==> config.mk <==
export PLATFORM = sky130hd
export DESIGN_NAME = shift_load_arbiter_flat
export DESIGN_NICKNAME = d
export VERILOG_FILES = /design/src/rtl/shift_load_arbiter_pkg.sv /design/src/rtl/shift_load_arbiter_if.sv /design/src/rtl/shift_load_arbiter_rr_pick.sv /design/src/rtl/shift_load_arbiter.sv /design/src/flat_wrapper.sv
export SDC_FILE = /design/constraint.sdc
export NUM_CORES = 1
export LEC_CHECK = 0
export CAP_MARGIN = 20
export CORE_MARGIN = 5
export CORE_UTILIZATION = 45
export CTS_BUF_LIST = sky130_fd_sc_hd__clkbuf_4 sky130_fd_sc_hd__clkbuf_8
export CTS_CLUSTER_DIAMETER = 200
export DETAILED_ROUTE_END_ITERATION = 10
export DONT_BUFFER_PORTS = 1
export SETUP_SLACK_MARGIN = 0.05
export SLEW_MARGIN = 15
export SYNTH_ARGS = -nofsm -noshare
export SYNTH_HDL_FRONTEND = slang
export SYNTH_SLANG_ARGS = --single-unit
==> constraint.sdc <==
create_clock -name clk -period 5.8 [get_ports clk]
set_input_delay 0.58 -clock clk [delete_from_list [all_inputs] [get_ports clk]]
set_output_delay 0.58 -clock clk [all_outputs]
set_load 0.02 [all_outputs]
==> src/rtl/shift_load_arbiter_pkg.sv <==
// Shared types and default sizing for the shift-load arbiter slice.
// The FSM state encoding lives here so the top, the interface and benches agree on it.
package shift_load_pkg;

    typedef enum logic [1:0] {
        IDLE  = 2'd0,
        CLR   = 2'd1,
        SHIFT = 2'd2,
        ACK   = 2'd3
    } state_t;

    localparam int DEF_NREQ  = 4;
    localparam int DEF_WIDTH = 8;

    // Index width that stays legal for degenerate sizes of 1.
    function automatic int idx_bits(input int n);
        return (n > 1) ? $clog2(n) : 1;
    endfunction

endpackage

==> src/rtl/shift_load_arbiter_if.sv <==
// Request/grant and shared-register bus between the requesters and the arbiter.
// master = requester side, slave = arbiter side.
interface shift_load_arbiter_if
    import shift_load_pkg::*;
#(
    parameter int NREQ  = DEF_NREQ,
    parameter int WIDTH = DEF_WIDTH
);
    logic [NREQ-1:0]       req;
    logic [NREQ*WIDTH-1:0] data;
    logic [NREQ-1:0]       gnt;
    logic [NREQ-1:0]       done;
    logic                  sr_clr;
    logic                  sr_wr;
    logic                  sr_di;
    logic                  busy;

    modport master (
        output req, data,
        input  gnt, done, sr_clr, sr_wr, sr_di, busy
    );

    modport slave (
        input  req, data,
        output gnt, done, sr_clr, sr_wr, sr_di, busy
    );
endinterface

==> src/rtl/shift_load_arbiter_rr_pick.sv <==
// Combinational round-robin picker: first requester found searching upward from ptr+1.
module rr_pick #(
    parameter int NREQ = 4,
    parameter int IW   = 2
) (
    input  logic [NREQ-1:0] req,
    input  logic [IW-1:0]   ptr,
    output logic            valid,
    output logic [IW-1:0]   index
);
    logic [IW-1:0] cand;

    // Walk offsets from farthest to nearest so the nearest hit is written last.
    always_comb begin
        valid = 1'b0;
        index = '0;
        cand  = '0;
        for (int k = NREQ; k >= 1; k--) begin
            cand = IW'((int'(ptr) + k) % NREQ);
            if (req[cand]) begin
                valid = 1'b1;
                index = cand;
            end
        end
    end
endmodule

==> src/rtl/shift_load_arbiter.sv <==
// Arbitrates NREQ requesters onto one serially loaded register: clear, shift WIDTH bits MSB first, ack.
// Every output is decoded from registered state only.
module shift_load_arbiter
    import shift_load_pkg::*;
#(
    parameter int NREQ  = DEF_NREQ,
    parameter int WIDTH = DEF_WIDTH
) (
    input  logic                clk,
    input  logic                rst,
    shift_load_arbiter_if.slave bus
);
    localparam int IW = idx_bits(NREQ);
    localparam int CW = idx_bits(WIDTH);

    state_t            state_reg, state_next;
    logic [WIDTH-1:0]  shadow_reg;
    logic [IW-1:0]     winner_reg;
    logic [IW-1:0]     ptr_reg;
    logic [CW-1:0]     cnt_reg;

    logic              pick_valid;
    logic [IW-1:0]     pick_index;
    logic [WIDTH-1:0]  slice [NREQ];
    logic              cnt_last;
    logic [CW-1:0]     bit_idx;
    logic              busy_c;
    logic              ack_c;

    genvar gi;
    generate
        for (gi = 0; gi < NREQ; gi++) begin : g_slice
            assign slice[gi] = bus.data[gi*WIDTH +: WIDTH];
        end
    endgenerate

    rr_pick #(.NREQ(NREQ), .IW(IW)) u_pick (
        .req   (bus.req),
        .ptr   (ptr_reg),
        .valid (pick_valid),
        .index (pick_index)
    );

    assign cnt_last = (cnt_reg == CW'(WIDTH - 1));
    assign bit_idx  = CW'(WIDTH - 1) - cnt_reg;

    always_ff @(posedge clk or negedge rst) begin
        if (!rst) state_reg <= IDLE;
        else      state_reg <= state_next;
    end

    always_comb begin
        state_next = state_reg;
        case (state_reg)
            IDLE:    if (pick_valid) state_next = CLR;
            CLR:     state_next = SHIFT;
            SHIFT:   if (cnt_last) state_next = ACK;
            ACK:     state_next = IDLE;
            default: state_next = IDLE;
        endcase
    end

    // Shadow copy decouples the transaction from req/data changes after selection.
    always_ff @(posedge clk or negedge rst) begin
        if (!rst) begin
            shadow_reg <= '0;
            winner_reg <= '0;
            ptr_reg    <= IW'(NREQ - 1);
            cnt_reg    <= '0;
        end else begin
            if (state_reg == IDLE && pick_valid) begin
                shadow_reg <= slice[pick_index];
                winner_reg <= pick_index;
                ptr_reg    <= pick_index;
            end
            if (state_reg == CLR)
                cnt_reg <= '0;
            else if (state_reg == SHIFT)
                cnt_reg <= cnt_last ? '0 : cnt_reg + 1'b1;
        end
    end

    always_comb begin
        bus.sr_clr = 1'b0;
        bus.sr_wr  = 1'b0;
        bus.sr_di  = 1'b0;
        busy_c     = 1'b1;
        ack_c      = 1'b0;
        case (state_reg)
            IDLE:  busy_c = 1'b0;
            CLR:   bus.sr_clr = 1'b1;
            SHIFT: begin
                bus.sr_wr = 1'b1;
                bus.sr_di = shadow_reg[bit_idx];
            end
            ACK:   ack_c = 1'b1;
            default: busy_c = 1'b0;
        endcase
    end

    assign bus.busy = busy_c;

    generate
        for (gi = 0; gi < NREQ; gi++) begin : g_grant
            assign bus.gnt[gi]  = busy_c && (winner_reg == IW'(gi));
            assign bus.done[gi] = ack_c  && (winner_reg == IW'(gi));
        end
    endgenerate
endmodule
==> src/flat_wrapper.sv <==
// flat-port wrapper written by rule: the top's interface ports become plain ports
module shift_load_arbiter_flat import shift_load_pkg::*;
#(
    parameter int NREQ  = DEF_NREQ,
    parameter int WIDTH = DEF_WIDTH
)
  (clk, rst, bus_req, bus_data, bus_gnt, bus_done, bus_sr_clr, bus_sr_wr, bus_sr_di, bus_busy);
  shift_load_arbiter_if #(.NREQ(NREQ), .WIDTH(WIDTH)) bus_i ();
  input  logic clk;
  input  logic rst;
  input wire logic [$bits(bus_i.req)-1:0] bus_req;
  input wire logic [$bits(bus_i.data)-1:0] bus_data;
  output wire logic [$bits(bus_i.gnt)-1:0] bus_gnt;
  output wire logic [$bits(bus_i.done)-1:0] bus_done;
  output wire logic [$bits(bus_i.sr_clr)-1:0] bus_sr_clr;
  output wire logic [$bits(bus_i.sr_wr)-1:0] bus_sr_wr;
  output wire logic [$bits(bus_i.sr_di)-1:0] bus_sr_di;
  output wire logic [$bits(bus_i.busy)-1:0] bus_busy;
  assign bus_i.req = bus_req;
  assign bus_i.data = bus_data;
  assign bus_gnt = bus_i.gnt;
  assign bus_done = bus_i.done;
  assign bus_sr_clr = bus_i.sr_clr;
  assign bus_sr_wr = bus_i.sr_wr;
  assign bus_sr_di = bus_i.sr_di;
  assign bus_busy = bus_i.busy;
  shift_load_arbiter #(.NREQ(NREQ), .WIDTH(WIDTH)) u_core (.clk(clk), .rst(rst), .bus(bus_i));
endmodule
Yosys cells after proc, flatten, opt, wreduce, memory -nomap -nowiden
Index checks and enable logic that the tools add are counted.
- bits in registers: 17
- bits of input ports: 38
- output and inout bits: 12
- logic and storage cells: 72
- add/subtract/negate cells: 6
- magnitude comparators: 6
- equality and inequality tests: 9
- multiplexer cells: 32
- bitwise logic cells: 1
- reduce and logical (&&, ||, !) cells: 13
- operators by type and width (operator ; count):
    binary-select mux 8 bit (select 2 bit) ; 1
    two-way mux 8 bit ; 2
    two-way mux 1 bit ; 14
    < comparator 2 x 3 -> 1 bit (second input constant) ; 4
    two-way mux 2 bit ; 6
    logical AND 1 bit ; 9
    two-way mux 3 bit ; 3
    binary-select mux 1 bit (select 2 bit) ; 4
    == test 2 bit (second input constant) ; 4
    one-hot mux 2 bit (4 select lines) ; 1
    adder 2 x 1 -> 2 bit (second input constant) ; 2
    adder 2 bit (second input constant) ; 2
    == test 2 x 1 -> 1 bit (second input constant) ; 2
    logical NOT 2 bit ; 2
    < comparator 3 x 4 -> 1 bit (second input constant) ; 1
    inequality test 2 x 1 -> 1 bit (second input constant) ; 2
    adder 3 x 1 -> 3 bit (second input constant) ; 1
    binary-select mux 1 bit (select 3 bit) ; 1
    == test 3 bit (second input constant) ; 1
    greater-or-equal comparator 3 bit (second input constant) ; 1
    inverter 2 -> 3 bit ; 1
    subtractor 3 bit (first input constant) ; 1
    AND reduction 2 bit ; 1
    nonzero test 2 bit ; 1

Longest topological paths before layout
- depth after elaboration: 11
- gate-level depth with buffers: 8
- mapped depth without buffers: 6

Hierarchy
A second synthesis with hierarchy kept.
- cell total of the unflattened synthesis: 94
- area total of the unflattened synthesis: 1144.8 um^2
- modules (own cells, without submodules) (module ; instances ; cells each ; area an instance (um^2) ; sequential area each (um^2)):
    shift_load_arbiter ; 1 ; 80 ; 1053.5 ; 427.9
    rr_pick ; 1 ; 14 ; 91.3 ; 0.0

Worst setup path before layout
No wires, ideal clock.
- kind: register to register
- from: reg u_core.ptr_reg[1]
- to: reg u_core.shadow_reg[0]
- library setup time: 0.145 ns
- data arrival time: 1.799 ns
- data required time: 5.655 ns
- slack: 3.856 ns
- stages on the path, launching flop included: 9
- path buffers: 3
- clock period less this slack: 1.944 ns
- cell sequence: dfstp_2 -> buf_4 -> mux2i_1 -> o32ai_4 -> a21o_1 -> buf_6 -> buf_12 -> a211oi_2 -> a211oi_2
- cells in the longest elaborated chain, start to end: 11
- elaborated cells on any way between the ends: 25
- those cells by class: add/sub (4); mux (19); bitwise (1); reduce/logical (1)
- RTL lines (what ; line ; source):
    from (decl) ; shift_load_arbiter.sv:19 ; logic [IW-1:0] ptr_reg;
    from (signal assigned) ; shift_load_arbiter.sv:68 ; ptr_reg <= IW'(NREQ - 1);
    from (signal assigned) ; shift_load_arbiter.sv:74 ; ptr_reg <= pick_index;
    adder 2 x 1 -> 2 bit ; shift_load_arbiter_rr_pick.sv:19 ; cand = IW'((int'(ptr) + k) % NREQ);
    binary-select mux 1 bit (select 2 bit) ; shift_load_arbiter_rr_pick.sv:20 ; if (req[cand]) begin
    two-way mux 1 bit (not written as such) ; shift_load_arbiter_rr_pick.sv:20 ;
    two-way mux 2 bit (4 in series) ; shift_load_arbiter_rr_pick.sv:20 ;
    inverter 2 -> 3 bit (not written as such) ; shift_load_arbiter.sv:72 ; shadow_reg <= slice[pick_index];
    binary-select mux 8 bit (select 2 bit) ; shift_load_arbiter.sv:72 ;
    two-way mux 8 bit (not written as such) (2 in series) ; shift_load_arbiter.sv:72 ;
    to (signal assigned) ; shift_load_arbiter.sv:72 ;
    to (decl) ; shift_load_arbiter.sv:17 ; logic [WIDTH-1:0] shadow_reg;
Parallel ways exist; a longest one is shown, timed or not. The select of a mux whose other input is x is not followed.
A chain may end at the register's enable or synchronous reset.

Worst setup path after layout
Ends and elaborated chain as after synthesis.

==> impl_metrics.json <==
{
  "dp_hpwl_um": 2430,
  "syn_area_um2": 1370,
  "worst_pin_slew_ns": 0.881,
  "cts_made_buffers": 3,
  "root_buffer": "clkbuf_4",
  "die_width_um": 65.2,
  "area_growth_pct": 0.914,
  "clk_pin_slew_ns": 0.11,
  "crit_chain": "and2b_1, o22ai_2, a21o_1, mux2i_1, a211oi_2",
  "postCtsHoldBufs": 1,
  "synth.most_common_cell": "inv_1",
  "synthCells": 134,
  "core_area_um2": 2980,
  "globalplace.congestion": 0.782,
  "postCtsSetupBuffers": 0,
  "rr_worst_depth": 5,
  "ys_async_sr_fraction": 1.00,
  "htreeDepth": 1,
  "synth_area_leaders": "dfrtp_1 27%, a211oi_2 15%, mux2i_1 6.6%",
  "grt_start_max_net_pins": 19,
  "cap_violations": 0,
  "maxSlewViolCount": 0,
  "ys.flop_type": "dfrtp_1",
  "slowest_stage": "a21o_1",
  "clock-sinks": 17,
  "wl_met2_um": 1500,
  "peakVddDrop_uv": 219,
  "finalWirelength_um": 3060,
  "viasPerCell": 5.94,
  "fin_tns_setup_ns": 0,
  "rows": 20,
  "rsz0062_at_grt": "false",
  "wl_per_cell_um": 18.4,
  "die_h_um": 65.2,
  "dr.pass1.iters": 4,
  "fmax_mhz": 404,
  "highest_layer": "met4",
  "synth_enable_flop_cells": 0,
  "slew_headroom": 0.413,
  "worstSetupPathType": "flip-flop to flip-flop",
  "ant_nets": 0,
  "end_kind": "flip-flop",
  "critPathRequiredTime_ns": 5.97,
  "critPathMaxFanout": 18,
  "start_util": 0.460,
  "leakage_nw": 0.581,
  "synth_nets": 179,
  "yosys_warnings": 0,
  "finalSetupViolCount": 0,
  "postCtsResizedCells": 0,
  "synthDistinctLibCells": 38,
  "fin_nets": 179,
  "antenna_found_initial": 0,
  "powerDensity_nw_per_um2": 544,
  "place_area_um2": 1350,
  "ys_ff_latch": 17,
  "crit_path_start": "u_core.ptr_reg[1]$_DFFE_PN1P_",
  "grt_pass1_vias": 958,
  "period_minus_slack_ns": 2.47,
  "cts_buffer_depth": 2,
  "hp-class": "primary input to asynchronous set/reset pin",
  "status": "complete, no violations",
  "m1WireLength_um": 1400,
  "synthDominantCellAreaShare": 0.274,
  "max_stage_delay_ns": 0.76,
  "pin_count": 50,
  "synth.top_cells.by_count": "18 x inv_1, 16 x a211oi_2, 15 x dfrtp_1, 12 x nor2_1, 9 x mux2i_1",
  "route.met3.wl_um": 149,
  "yosysTopAreaCell": "dfrtp_1",
  "grt_use_total": 0.150,
  "crit_cells": 5,
  "final_util": 0.464,
  "route.detailed.drc": 0,
  "finClkSkew_ns": 0.00421,
  "worst_ep_arrival_time_ns": 2.64,
  "hold_violations": 0,
  "largest_reg_flops": 8,
  "cts_tree": "built",
  "start_kind": "flip-flop",
  "synth_area_per_cell_um2": 10.2,
  "clk_latency_ns": 0.29,
  "worst_slack_ns": 3.33,
  "num_vias": 986,
  "diodes": 0,
  "dr.first_iter.drc_count": 39,
  "yosysSeqAreaShare": 0.312,
  "drive_gt1_frac": 0.233,
  "final_area_um2": 1380,
  "overflow": 0,
  "preCtsSetupSlack_ns": 3.34,
  "grt_pass1_wl_um": 4930,
  "io_buffers": 0,
  "path_buf_inv": 0,
  "die_area_um2": 4250,
  "critPathTopFamily": "compound AO/OA/AOI/OAI gates",
  "whs_ns": 0.117,
  "fin_crit_sh": 0.427,
  "r2r_start": "u_core.ptr_reg[1]$_DFFE_PN1P_"
}
routing by layer:
metal  up-vias  GRT usage
met4         0     0.0389
met3         2     0.0359
li1        487          -
met1       476      0.206
met2        21      0.238
met5         -          0
stage by stage:
step	total power [mW]	cells
detailed placement	0.690	161
floorplan	0.635	134
finish	0.753	166
global route	0.819	166
global placement	0.676	161
CTS	0.759	166
worst register-to-register path, cell delays in order, from the launching register on:
cell and delay, ns:
dfstp_2 0.63, and2b_1 0.21, o22ai_2 0.30, a21o_1 0.77, mux2i_1 0.35, a211oi_2 0.10
placed cells by master, fill, tap and decap left out, types with 2 or more instances in the layout:
cell type,n
nor2_1,12
nor3_1,2
nand2_1,4
dfrtp_1,15
nor3b_1,2
a211oi_2,16
mux2_2,2
inv_1,18
clkbuf_4,3
and3_1,3
mux2i_1,9
a211oi_1,8
ha_1,7
mux4_2,2
and2_1,2
nand3b_1,2
dfstp_2,2
o21ai_0,6
cells by family after synthesis:
logic type                 share of synthesized area
AOI/OAI and AO/OA                              0.291
and+or+nand+nor                                0.114
buffers and inverters                          0.103
DFF                                            0.312
muxes                                          0.115
adders and majority gates                     0.0639
final timing paths:
path,endpoint,slack (ns)
setup / recovery,u_core.shadow_reg[0]$_DFFE_PN0P_,3.33
hold / removal,u_core.ptr_reg[0]$_DFFE_PN1P_,0.12
setup reg to reg,u_core.shadow_reg[0]$_DFFE_PN0P_,3.33
hold reg to reg,u_core.ptr_reg[1]$_DFFE_PN1P_,0.56
max in group asynchronous,u_core.winner_reg[0]$_DFFE_PN0P_,4.62
min in group clk,u_core.shadow_reg[7]$_DFFE_PN0P_,0.54
power breakdown:
part / switching [mW] / internal (mW)
logic: 0.261 / 0.181
clock network: 0.0402 / 0.0256
registers: 0.0593 / 0.186
total: 0.360 / 0.392
cell type report:
class / count / area [um^2]
timing repair buffer: 1 / 10.0
multi-input combinational: 91 / 801
tap: 33 / 41.3
clock inverter: 1 / 5.00
fill: 282 / 1600
sequential: 17 / 428
inverter: 20 / 75.1
clock buffer: 3 / 22.5
(Power assumes the default switching activity.)
